==> src/rtl/ps2_cmd_arbiter.sv <==
// Two-port arbiter in front of the shared PS/2 transmitter/receiver: grants one requester, sends its
// command byte, waits for the mouse response and reports status. Optional FE resend: PS2_ARB_RESEND_EN.
module ps2_cmd_arbiter #(
  parameter int unsigned TIMEOUT_CYCLES = 500000,
  parameter int unsigned CNT_WIDTH      = 24,
  parameter int unsigned MAX_RETRY      = 3
) (
  input  logic       CLK,
  input  logic       RESET,
  input  logic       REQ0_i,
  input  logic [7:0] BYTE0_i,
  output logic       DONE0_o,
  input  logic       REQ1_i,
  input  logic [7:0] BYTE1_i,
  output logic       DONE1_o,
  output logic [1:0] RESP_STATUS_o,
  output logic [7:0] RESP_BYTE_o,
  output logic       BUSY_o,
  output logic       SEND_BYTE_o,
  output logic [7:0] BYTE_TO_SEND_o,
  input  logic       BYTE_SENT_i,
  output logic       READ_ENABLE_o,
  input  logic [7:0] BYTE_READ_i,
  input  logic [1:0] BYTE_ERROR_CODE_i,
  input  logic       BYTE_READY_i,
  output logic [2:0] CURRENT_STATE_o
);

  // state     | meaning
  // IDLE      | waiting for a request, arbitration
  // SEND      | one-cycle SEND_BYTE pulse to the transmitter
  // WAIT_SENT | waiting for transmitter completion, with timeout
  // WAIT_RESP | receiver enabled, waiting for FA/FE/FC, with timeout
  // DONE      | DONE pulse to the granted requester, status published
  typedef enum logic [2:0] {
    S_IDLE      = 3'd0,
    S_SEND      = 3'd1,
    S_WAIT_SENT = 3'd2,
    S_WAIT_RESP = 3'd3,
    S_DONE      = 3'd4
  } state_t;

  localparam logic [CNT_WIDTH-1:0] TO_CNT = CNT_WIDTH'(TIMEOUT_CYCLES);
  localparam logic [1:0] ST_ACK = 2'b00;
  localparam logic [1:0] ST_NAK = 2'b01;
  localparam logic [1:0] ST_ERR = 2'b10;
  localparam logic [1:0] ST_TMO = 2'b11;

  state_t               state_q;
  logic                 grant_q;
  logic                 last_q;
  logic [CNT_WIDTH-1:0] cnt_q;
  logic [1:0]           pend_q;
  logic [7:0]           byte_to_send_q;
  logic                 send_byte_q;
  logic                 read_en_q;
  logic                 done0_q;
  logic                 done1_q;
  logic [1:0]           resp_status_q;
  logic [7:0]           resp_byte_q;
  logic                 busy_q;

`ifdef PS2_ARB_RESEND_EN
  localparam int unsigned RETRY_W = (MAX_RETRY > 0) ? $clog2(MAX_RETRY + 1) : 1;
  localparam logic [RETRY_W-1:0] RETRY_MAX = RETRY_W'(MAX_RETRY);
  logic [RETRY_W-1:0] retry_q;
`endif

  logic pick1;
  logic pick_any;
  logic cnt_tmo;

  // last_q = 1 means requester 1 was served last, so requester 0 wins a tie
  assign pick1    = REQ1_i && (!REQ0_i || !last_q);
  assign pick_any = REQ0_i || REQ1_i;
  assign cnt_tmo  = (cnt_q == TO_CNT);

  always_ff @(posedge CLK) begin
    if (RESET || (state_q > S_DONE)) begin
      state_q        <= S_IDLE;
      grant_q        <= 1'b0;
      last_q         <= 1'b1;
      cnt_q          <= '0;
      pend_q         <= 2'b00;
      byte_to_send_q <= 8'h00;
      send_byte_q    <= 1'b0;
      read_en_q      <= 1'b0;
      done0_q        <= 1'b0;
      done1_q        <= 1'b0;
      resp_status_q  <= 2'b00;
      resp_byte_q    <= 8'h00;
      busy_q         <= 1'b0;
`ifdef PS2_ARB_RESEND_EN
      retry_q        <= '0;
`endif
    end else begin
      send_byte_q <= 1'b0;
      done0_q     <= 1'b0;
      done1_q     <= 1'b0;
      case (state_q)
        S_IDLE: begin
          // the IDLE cycle carrying the DONE pulse does not sample REQ
          if (pick_any && !done0_q && !done1_q) begin
            grant_q        <= pick1;
            byte_to_send_q <= pick1 ? BYTE1_i : BYTE0_i;
            busy_q         <= 1'b1;
            state_q        <= S_SEND;
`ifdef PS2_ARB_RESEND_EN
            retry_q        <= '0;
`endif
          end
        end
        S_SEND: begin
          send_byte_q <= 1'b1;
          cnt_q       <= '0;
          state_q     <= S_WAIT_SENT;
        end
        S_WAIT_SENT: begin
          if (BYTE_SENT_i) begin
            cnt_q     <= '0;
            read_en_q <= 1'b1;
            state_q   <= S_WAIT_RESP;
          end else if (cnt_tmo) begin
            pend_q  <= ST_TMO;
            state_q <= S_DONE;
          end else begin
            cnt_q <= cnt_q + CNT_WIDTH'(1);
          end
        end
        S_WAIT_RESP: begin
          if (BYTE_ERROR_CODE_i != 2'b00) begin
            pend_q    <= ST_ERR;
            read_en_q <= 1'b0;
            state_q   <= S_DONE;
          end else if (BYTE_READY_i) begin
            resp_byte_q <= BYTE_READ_i;
            read_en_q   <= 1'b0;
            state_q     <= S_DONE;
            if (BYTE_READ_i == 8'hFA) begin
              pend_q <= ST_ACK;
            end else begin
              pend_q <= ST_NAK;
`ifdef PS2_ARB_RESEND_EN
              if ((BYTE_READ_i == 8'hFE) && (retry_q < RETRY_MAX)) begin
                retry_q <= retry_q + RETRY_W'(1);
                state_q <= S_SEND;
              end
`endif
            end
          end else if (cnt_tmo) begin
            pend_q    <= ST_TMO;
            read_en_q <= 1'b0;
            state_q   <= S_DONE;
          end else begin
            cnt_q <= cnt_q + CNT_WIDTH'(1);
          end
        end
        S_DONE: begin
          done0_q       <= ~grant_q;
          done1_q       <= grant_q;
          resp_status_q <= pend_q;
          last_q        <= grant_q;
          busy_q        <= 1'b0;
          state_q       <= S_IDLE;
        end
        default: ;
      endcase
    end
  end

  assign DONE0_o         = done0_q;
  assign DONE1_o         = done1_q;
  assign RESP_STATUS_o   = resp_status_q;
  assign RESP_BYTE_o     = resp_byte_q;
  assign BUSY_o          = busy_q;
  assign SEND_BYTE_o     = send_byte_q;
  assign BYTE_TO_SEND_o  = byte_to_send_q;
  assign READ_ENABLE_o   = read_en_q;
  assign CURRENT_STATE_o = state_q;

endmodule

==> config.mk <==
export PLATFORM = sky130hd
export DESIGN_NAME = ps2_cmd_arbiter
export DESIGN_NICKNAME = d
export VERILOG_FILES = /design/src/rtl/ps2_cmd_arbiter.sv
export SDC_FILE = /design/constraint.sdc
export NUM_CORES = 1
export LEC_CHECK = 0
export CORE_MARGIN = 3
export CORE_UTILIZATION = 40
export DETAILED_ROUTE_END_ITERATION = 7
export GPL_ROUTABILITY_DRIVEN = 0
export PLACE_DENSITY = 0.77
export SYNTH_ARGS = -nofsm -noshare
export SYNTH_HDL_FRONTEND = slang
export SYNTH_SLANG_ARGS = --single-unit
==> constraint.sdc <==
create_clock -name CLK -period 2.8 [get_ports CLK]
set_input_delay 0.42 -clock CLK [delete_from_list [all_inputs] [get_ports CLK]]
set_output_delay 0.42 -clock CLK [all_outputs]
set_load 0.01 [all_outputs]
==> results.md, run 1 <==
- Status: finished clean
- Grt ovf: 0
- DRT antenna net count: 0
- WL/cell: 15.0 µm
- Root Buffer: clkbuf_8
- PostCTS Resize Cnt: 0
- Die Y: 86.3 µm
- Netlist cell types: 44
- Yosys Warn Count: 0
- Worst setup path class: in -> reg
- Synth Area per Inst: 8.79 µm²
- Floorplan Core Area: 6060 µm²
- Worst-Margin Slew: 0.574 ns
- Initial DRC Count: 197
- Leakage: 0.00116 µW
- Core Rows: 28
- Worst Setup End Kind: flip-flop
- Count leader, synth: dfxtp_1
- Global-route wire length before repair: 10.6 mm
- Syn nets: 327
- Hold crit path type: reg -> reg
- Post-CTS Setup Inserts: 0
- Synthesized instance count: 293
- Layout area overhead: 30.3%
- Num Clock Sinks: 54
- Top FF cell, synth: dfxtp_1
- Psw: 453 µW
- Yosys top cell area share: 0.420
- Worst-Skew Late Latency: 0.30 ns
- Max clock buf depth: 2
- Setup WS pre-CTS: 0.0901 ns
- Clock-pin slew on the worst setup and hold paths: 0.10 ns
- Ratio of cells with drive above 1 in the final layout: 0.0676
- Area contributors post-synth: dfxtp_1, mux2i_1, nor2_1, a21oi_1, nand3_1
- Internal power: 1150 µW
- H-tree depth: 2
- Slew Viols, Final: 0
- DR DRC count: 0
- Antenna violations before repair: 0
- Final Hold Vio Count: 0
- Worst Setup Start Kind: input pin
- Max_slew headroom: 0.615
- Drt pass-1 iters: 4
- Clock power share: 0.262
- Vias in the first global route: 2213
- Synthesized flop and latch total: 54
- Worst vdd ir: 0.000294 V
- Via density: 5.70
- Final WS setup: 0.409 ns
- Combinational power share: 0.217
- Area leader, netlist: dfxtp_1
- GRT Overall Usage: 0.172
- Initial Util: 0.425
- Hold_buf cts: 0
- Final Critical Period: 2.39 ns
- DP HPWL: 4.75 mm
- Routed wire length: 6.44 mm
- Max-cap violations: 0
- Power density cells: 477 nW/µm²
- Arrival @ worst endpoint: 2.63 ns
- Final antenna diode count: 0
- Seq/Total Area, Yosys: 0.420
- CTS tree: done
- I/O Buffers: 57
- Largest net degree at the start of global routing: 21
- Final TNS setup: 0 ns
- CTS buffer count: 5
- # IOs: 58
- Commonest cells in the netlist: dfxtp_1, nor2_1, a21oi_1
- Setup Viol. Count Final: 0
- Max frequency: 418 MHz
- Die ar.: 7440 µm²
- Switching share of power: 0.283
- Final Skew: 0.0104 ns
- RSZ-0062 raised after global routing: no
- Period Utilization, post-route: 0.854
- Nets: 389
- Post-Syn Area: 2580 µm²
- Count of flip-flops with a built-in enable after synthesis: 0
- Asr flop ratio synth: 0
- Sequential group share of total power: 0.521
- Via Count: 2450
- Crit-path max FO: 18
- CP required: 3.04 ns
- Die width: 86.3 µm
[area by class of cell]
cell class / count / area (µm²)
Clock buffer: 6 / 72.6
Clock inverter: 1 / 7.51
Fill cell: 556 / 2710
Inverter: 6 / 22.5
Multi-Input combinational cell: 217 / 1400
Sequential cell: 54 / 1080
Tap cell: 75 / 93.8
Timing Repair Buffer: 71 / 676
[final timing paths]
check	start	end	slack (ns)	cells past startpoint
worst max register to register	CURRENT_STATE_o[1]$_SDFFE_PP0P_	cnt_q[21]$_SDFFE_PP0P_	0.46	5
worst min register to register	grant_q$_SDFFE_PP0P_	DONE0_o$_SDFF_PP0_	0.45	1
worst min-delay path	grant_q$_SDFFE_PP0P_	DONE0_o$_SDFF_PP0_	0.45	1
worst max-delay path	BYTE_READY_i	cnt_q[21]$_SDFFE_PP0P_	0.41	6
[power by group through the flow]
stage	Sequential, µW	Clock, µW	Combinational, µW
finish	834	419	348
detailed placement	851	0	344
global route	840	458	381
CTS	833	426	346
floorplan	856	0	169
global placement	849	0	339
[through the flow]
| step | hold WS (ns) | instance area [µm²] | total power, µW | std cells | util |
|---|---|---|---|---|---|
| after floorplan | 0.412 | 2580 | 1030 | 293 | - |
| after global placement | 0.437 | 3280 | 1190 | 423 | 0.540 |
| after detailed placement | 0.447 | 3280 | 1200 | 423 | 0.540 |
| after CTS | 0.454 | 3360 | 1610 | 430 | 0.554 |
| after global routing | 0.494 | 3360 | 1680 | 430 | 0.554 |
| final | 0.449 | 3360 | 1600 | 430 | 0.554 |
[logic make-up (layout without fill, tap and decap cells)]
logic type / count (synthesis) / count (layout) / synth area share
compound gates: 64 / 64 / 0.168
xor+xnor: 5 / 5 / 0.0170
fa+ha+maj: 2 / 2 / 0.00971
buf+inv: 22 / 84 / 0.0359
flops: 54 / 54 / 0.420
mux: 21 / 21 / 0.0816
simple gates: 125 / 125 / 0.269
[cells in the final DEF (no fill, tap or decap), drive strengths merged, types with 8 or more instances in the layout]
cell type / Yosys / routed
clkdlybuf4s50: 0 / 57
dfxtp: 54 / 54
nor2: 33 / 33
a21oi: 23 / 23
nand3: 22 / 22
mux2i: 21 / 21
or4: 14 / 14
buf: 3 / 14
nand2: 12 / 12
o31ai: 12 / 12
a211oi: 10 / 10
nand4: 8 / 8
[sequential cells by signal (all words and copies together), names as in the netlist]
name             flops
cnt_q               24
BYTE_TO_SEND_o       8
RESP_BYTE_o          8
CURRENT_STATE_o      3
RESP_STATUS_o        2
pend_q               2
BUSY_o               1
DONE0_o              1
DONE1_o              1
READ_ENABLE_o        1
SEND_BYTE_o          1
grant_q              1
last_q               1
[metal layers]
layer  vias up  GRT usage  wire length [µm]
li1       1231          -                 -
met1      1138      0.259              3140
met2        77      0.249              2840
met3         4     0.0390               417
met4         0     0.0411                47
met5         -          0                 0
[critical path, stage by stage]
cell,delay (ns)
clkdlybuf4s50_1,0.44
o311a_4,0.39
or4_1,0.51
buf_4,0.20
or4_1,0.52
a21oi_1,0.16
Note: power is estimated with default switching activity, not from simulation.
==> run 2: changes to the inputs <==
--- a/config.mk
+++ b/config.mk
@@ -6,10 +6,10 @@
 export NUM_CORES = 1
 export LEC_CHECK = 0
 export CORE_MARGIN = 3
-export CORE_UTILIZATION = 40
+export CORE_UTILIZATION = 50
 export DETAILED_ROUTE_END_ITERATION = 7
 export GPL_ROUTABILITY_DRIVEN = 0
-export PLACE_DENSITY = 0.77
+export PLACE_DENSITY = 0.9
 export SYNTH_ARGS = -nofsm -noshare
 export SYNTH_HDL_FRONTEND = slang
 export SYNTH_SLANG_ARGS = --single-unit
==> results.md, run 2 (synthesized netlist as in run 1, its figures left out) <==
- Status: finished clean
- Leakage: 0.00115 µW (-1.3%)
- Max clock buf depth: 2 (unchanged)
- Hold_buf cts: 0 (unchanged)
- DRT antenna net count: 0 (unchanged)
- Core Rows: 25 (-11%)
- Most common cell after layout, fill and taps aside: clkdlybuf4s50_1
- WL/cell: 15.8 µm (+5.3%)
- Die Y: 77.8 µm (-9.8%)
- Post-CTS Setup Inserts: 0 (unchanged)
- Via density: 6.09 (+6.9%)
- # IOs: 58 (unchanged)
- Final antenna diode count: 0 (unchanged)
- DR DRC count: 0 (unchanged)
- Vias in the first global route: 2372 (+7.2%)
- H-tree depth: 2 (unchanged)
- Largest Register: cnt_q
- Worst setup path class: in -> reg
- Worst Setup Start Kind: input pin
- Final Hold Vio Count: 0 (unchanged)
- Via Count: 2539 (+3.6%)
- Routed wire length: 6.58 mm (+2.1%)
- Max reg flops: 24 (unchanged)
- Fill cell total of the finished layout: 365 (-34%)
- Drt pass-1 iters: 5 (+1)
- Worst-Skew Late Latency: 0.31 ns (about the same)
- RSZ-0062 raised after global routing: no
- I/O Buffers: 57 (unchanged)
- GRT Overall Usage: 0.215 (+0.0433)
- CP required: 3.04 ns (about the same)
- CTS buffer count: 5 (unchanged)
- Max-cap violations: 0 (unchanged)
- Worst-Margin Slew: 0.924 ns (+0.351 ns)
- Nets: 383 (-1.5%)
- Global-route wire length before repair: 10.9 mm (+3.1%)
- Largest net degree at the start of global routing: 19 (-9.5%)
- Crit-path max FO: 18 (unchanged)
- Final Skew: 0.00531 ns (-0.00507 ns)
- DP HPWL: 4.87 mm (+2.5%)
- Initial DRC Count: 228 (+16%)
- Worst Setup End Kind: flip-flop
- Num Clock Sinks: 54 (unchanged)
- Critical R2R Launch: CURRENT_STATE_o[0]$_SDFFE_PP0P_
- Grt ovf: 0 (unchanged)
- Max_slew headroom: 0.380 (-0.235)
- Max frequency: 407 MHz (-2.8%)
- Core Util, Final: 0.687 (+0.133)
- Worst vdd ir: 0.000274 V (-6.8%)
- Min-delay src: grant_q$_SDFFE_PP0P_
- Floorplan Core Area: 4850 µm² (-20%)
- Die ar.: 6050 µm² (-19%)
- Layout area overhead: 29.3%
- PostCTS Resize Cnt: 0 (unchanged)
- Power density cells: 508 nW/µm² (+6.4%)
- Antenna violations before repair: 0 (unchanged)
- Most frequent cells in the layout: clkdlybuf4s50_1, dfxtp_1, nor2_1
- Final Critical Period: 2.46 ns (+0.0677 ns)
- CTS tree: done
- Final TNS setup: 0 ns (unchanged)
- Setup Viol. Count Final: 0 (unchanged)
- Clock-pin slew on the worst setup and hold paths: 0.10 ns (about the same)
- Arrival @ worst endpoint: 2.70 ns (+0.07 ns)
- Initial Util: 0.531 (+0.106)
- Ratio of cells with drive above 1 in the final layout: 0.0543 (-0.0133)
- Hold crit path type: reg -> reg
- Slew Viols, Final: 0 (unchanged)
- Die width: 77.8 µm (-9.8%)
- Period Utilization, post-route: 0.878 (+0.0242)
- Root Buffer: clkbuf_8
- CP startpoint: BYTE_ERROR_CODE_i[1]
[run 2: cell types whose count changed in the layout (fill, tap and decap cells not counted), sizes merged]
cell,before,now
bufinv,0,1
buf,14,8
[run 2: where the power goes]
part / internal, µW / switching [µW]
clock: 267 / 256
combinational: 159 / 169
sequential: 804 / 36.0
[run 2: final timing paths]
kind / to / depth (start not counted) / slack [ns]
worst max-delay path: cnt_q[22]$_SDFFE_PP0P_ / 6 / 0.34
worst max register to register: cnt_q[22]$_SDFFE_PP0P_ / 5 / 0.46
worst min-delay path: DONE0_o$_SDFF_PP0_ / 1 / 0.46
worst min register to register: DONE0_o$_SDFF_PP0_ / 1 / 0.46
[run 2: layout make-up]
cell class              count  area, µm²  share of cell area
multi-input cells         217       1400               0.421
flip-flops and latches     54       1080               0.325
repair buffers             65        631               0.189
well taps                  67       83.8              0.0252
clock buffers               6       72.6              0.0218
clock inverters             2       37.5              0.0113
inverters                   6       22.5             0.00676
[run 2: critical path, cell delays in order]
cell and delay, ns:
clkdlybuf4s50_1 0.49, o311a_4 0.39, or4_1 0.52, buf_4 0.21
or4_1 0.52, a21oi_1 0.15
[run 2: metal layers]
metal | share of wire | wire (µm) | GRT usage
met5 | 0 | 0 | 0
met3 | 0.057 | 376 | 0.0360
met2 | 0.50 | 3320 | 0.370
met1 | 0.43 | 2840 | 0.280
met4 | 0.0067 | 44 | 0.0498
[run 2: metrics by stage]
stage	hold WS (ns)	instance area [µm²]	setup slack [ns]	std cells	total power, µW
global placement	0.435	3220	0.0938	409	1170
finish	0.455	3330	0.341	417	1690
floorplan	0.412	2580	0.650	293	1030
detailed placement	0.446	3220	0.0618	409	1180
global route	0.481	3330	0.292	417	1760
CTS	0.460	3330	0.373	417	1700
==> run 3: changes to the inputs <==
--- a/config.mk
+++ b/config.mk
@@ -7,6 +7,7 @@
 export LEC_CHECK = 0
 export CORE_MARGIN = 3
 export CORE_UTILIZATION = 50
+export CTS_BUF_LIST = sky130_fd_sc_hd__clkbuf_8
 export DETAILED_ROUTE_END_ITERATION = 7
 export GPL_ROUTABILITY_DRIVEN = 0
 export PLACE_DENSITY = 0.9
==> results.md, run 3 (synthesized netlist as in run 1, its figures left out) <==
- Status: finished clean
- CTS tree: done
- Worst vdd ir: 0.000273 V (-0.14%)
- Nets: 383 (unchanged)
- Final Instance Area: 3330 µm² (unchanged)
- Largest net degree at the start of global routing: 19 (unchanged)
- I/O Buffers: 57 (unchanged)
- Cell Chain, Critical Path: clkdlybuf4s50_1 > o311a_4 > or4_1 > buf_4 > or4_1 > a21oi_1
- Clock power share: 0.309 (about the same)
- Hold_buf cts: 0 (unchanged)
- WL/cell: 15.8 µm (about the same)
- Worst Setup End Kind: flip-flop
- Die width: 77.8 µm (unchanged)
- Flop2flop setup slack: 0.47 ns (about the same)
- DRT antenna net count: 0 (unchanged)
- Largest Register: cnt_q
- Max clock buf depth: 2 (unchanged)
- Die Y: 77.8 µm (unchanged)
- Worst-Margin Slew: 0.927 ns (+0.00314 ns)
- Crit-path slowest cell: or4_1
- DP HPWL: 4.87 mm (unchanged)
- # IOs: 58 (unchanged)
- Final Hold Vio Count: 0 (unchanged)
- Max reg flops: 24 (unchanged)
- Num Clock Sinks: 54 (unchanged)
- Arrival @ worst endpoint: 2.69 ns (about the same)
- Psw: 462 µW (+0.31%)
- Drt pass-1 iters: 7 (+2)
- Most frequent cells in the layout: clkdlybuf4s50_1, dfxtp_1, nor2_1
- Max_slew headroom: 0.378 (-0.00211)
- Via density: 6.06 (-0.51%)
- Combinational power share: 0.194 (about the same)
- Period Utilization, post-route: 0.872 (-0.00574)
- Hold crit path type: reg -> reg
- Switching share of power: 0.274 (+0.00119)
- Die ar.: 6050 µm² (unchanged)
- Clock-pin slew on the worst setup and hold paths: 0.10 ns (about the same)
- Ratio of cells with drive above 1 in the final layout: 0.0543 (unchanged)
- Slowest stage delay, CP: 0.52 ns (about the same)
- CTS buffer count: 5 (unchanged)
- Sequential group share of total power: 0.498 (about the same)
- Final Skew: 0.00621 ns (+0.000899 ns)
- Core Rows: 25 (unchanged)
- Layout area overhead: 29.3% (unchanged)
- Final antenna diode count: 0 (unchanged)
- DR DRC count: 0 (unchanged)
- Placement Cell Area: 3220 µm² (unchanged)
- Max frequency: 409 MHz (+0.66%)
- Global-route wire length before repair: 10.9 mm (about the same)
- Final TNS setup: 0 ns (unchanged)
- Setup Viol. Count Final: 0 (unchanged)
- Grt ovf: 0 (unchanged)
- Post-CTS Setup Inserts: 0 (unchanged)
- Worst-Skew Late Latency: 0.31 ns (about the same)
- Slew Viols, Final: 0 (unchanged)
- Initial DRC Count: 203 (-11%)
- CP required: 3.04 ns (about the same)
- Crit-path max FO: 18 (unchanged)
- GRT Overall Usage: 0.215 (unchanged)
- Final Critical Period: 2.44 ns (-0.0161 ns)
- RSZ-0062 raised after global routing: no
- Root Buffer: clkbuf_8
- Most common cell on crit path: or4_1
- H-tree depth: 2 (unchanged)
- Antenna violations before repair: 0 (unchanged)
- Worst Setup Start Kind: input pin
- Cell count of the worst hold path: 1 (unchanged)
- R2R depth: 5 (unchanged)
- Core Util, Final: 0.687 (unchanged)
- Floorplan Core Area: 4850 µm² (unchanged)
- Max-cap violations: 0 (unchanged)
- Routed wire length: 6.58 mm (about the same)
- Vias in the first global route: 2373 (+0.042%)
- Fill cell total of the finished layout: 365 (unchanged)
- Power density cells: 507 nW/µm² (-0.12%)
- Initial Util: 0.531 (unchanged)
- Leakage: 0.00115 µW (+0.36%)
- Internal power: 1230 µW (-0.29%)
- Via Count: 2526 (-0.51%)
- Most common cell after layout, fill and taps aside: clkdlybuf4s50_1
- Worst setup path class: in -> reg
- PostCTS Resize Cnt: 0 (unchanged)
==> run 3: power groups by stage <==
| stage | combinational, µW | clock [µW] | sequential, µW |
|---|---|---|---|
| 2_1_floorplan | 169 | 0 | 856 |
| 3_3_place_gp | 314 | 0 | 855 |
| 3_5_place_dp | 324 | 0 | 857 |
| 4_1_cts | 327 | 531 | 839 |
| 5_1_grt | 352 | 558 | 846 |
| 6_report | 327 | 521 | 840 |
==> run 3: worst paths after layout <==
kind / end / from
max reg2reg: cnt_q[22]$_SDFFE_PP0P_ / CURRENT_STATE_o[0]$_SDFFE_PP0P_
max: cnt_q[22]$_SDFFE_PP0P_ / BYTE_ERROR_CODE_i[1]
min: DONE0_o$_SDFF_PP0_ / grant_q$_SDFFE_PP0P_
min reg2reg: DONE0_o$_SDFF_PP0_ / grant_q$_SDFFE_PP0P_
==> run 3: layout make-up <==
| class | count | area [µm²] | share of cell area |
|---|---|---|---|
| sequential | 54 | 1080 | 0.325 |
| clock buffer | 5 | 68.8 | 0.0207 |
| inverter | 6 | 22.5 | 0.00676 |
| tap | 67 | 83.8 | 0.0252 |
| timing repair buffer | 65 | 631 | 0.189 |
| multi-input combinational | 217 | 1400 | 0.421 |
| clock inverter | 3 | 41.3 | 0.0124 |
==> run 3: worst max-delay path, delay by kind of cell <==
family / cells / cell delay, ns
AOI/OAI and AO/OA: 2 / 0.54
buffers and inverters: 2 / 0.69
and+or+nand+nor: 2 / 1.04
==> run 3: stage by stage <==
stage | power (µW) | instances | setup slack [ns] | hold WS [ns]
2_1_floorplan | 1030 | 293 | 0.650 | 0.412
3_3_place_gp | 1170 | 409 | 0.0938 | 0.435
3_5_place_dp | 1180 | 409 | 0.0618 | 0.446
4_1_cts | 1700 | 417 | 0.373 | 0.460
5_1_grt | 1760 | 417 | 0.292 | 0.481
6_report | 1690 | 417 | 0.357 | 0.457
==> run 3: per-layer routing <==
metal,vias to the layer above,global-route usage,wire (µm)
met4,0,0.0498,48
met2,85,0.370,3250
met5,-,0,0
met3,5,0.0360,393
met1,1219,0.280,2900
li1,1217,-,-
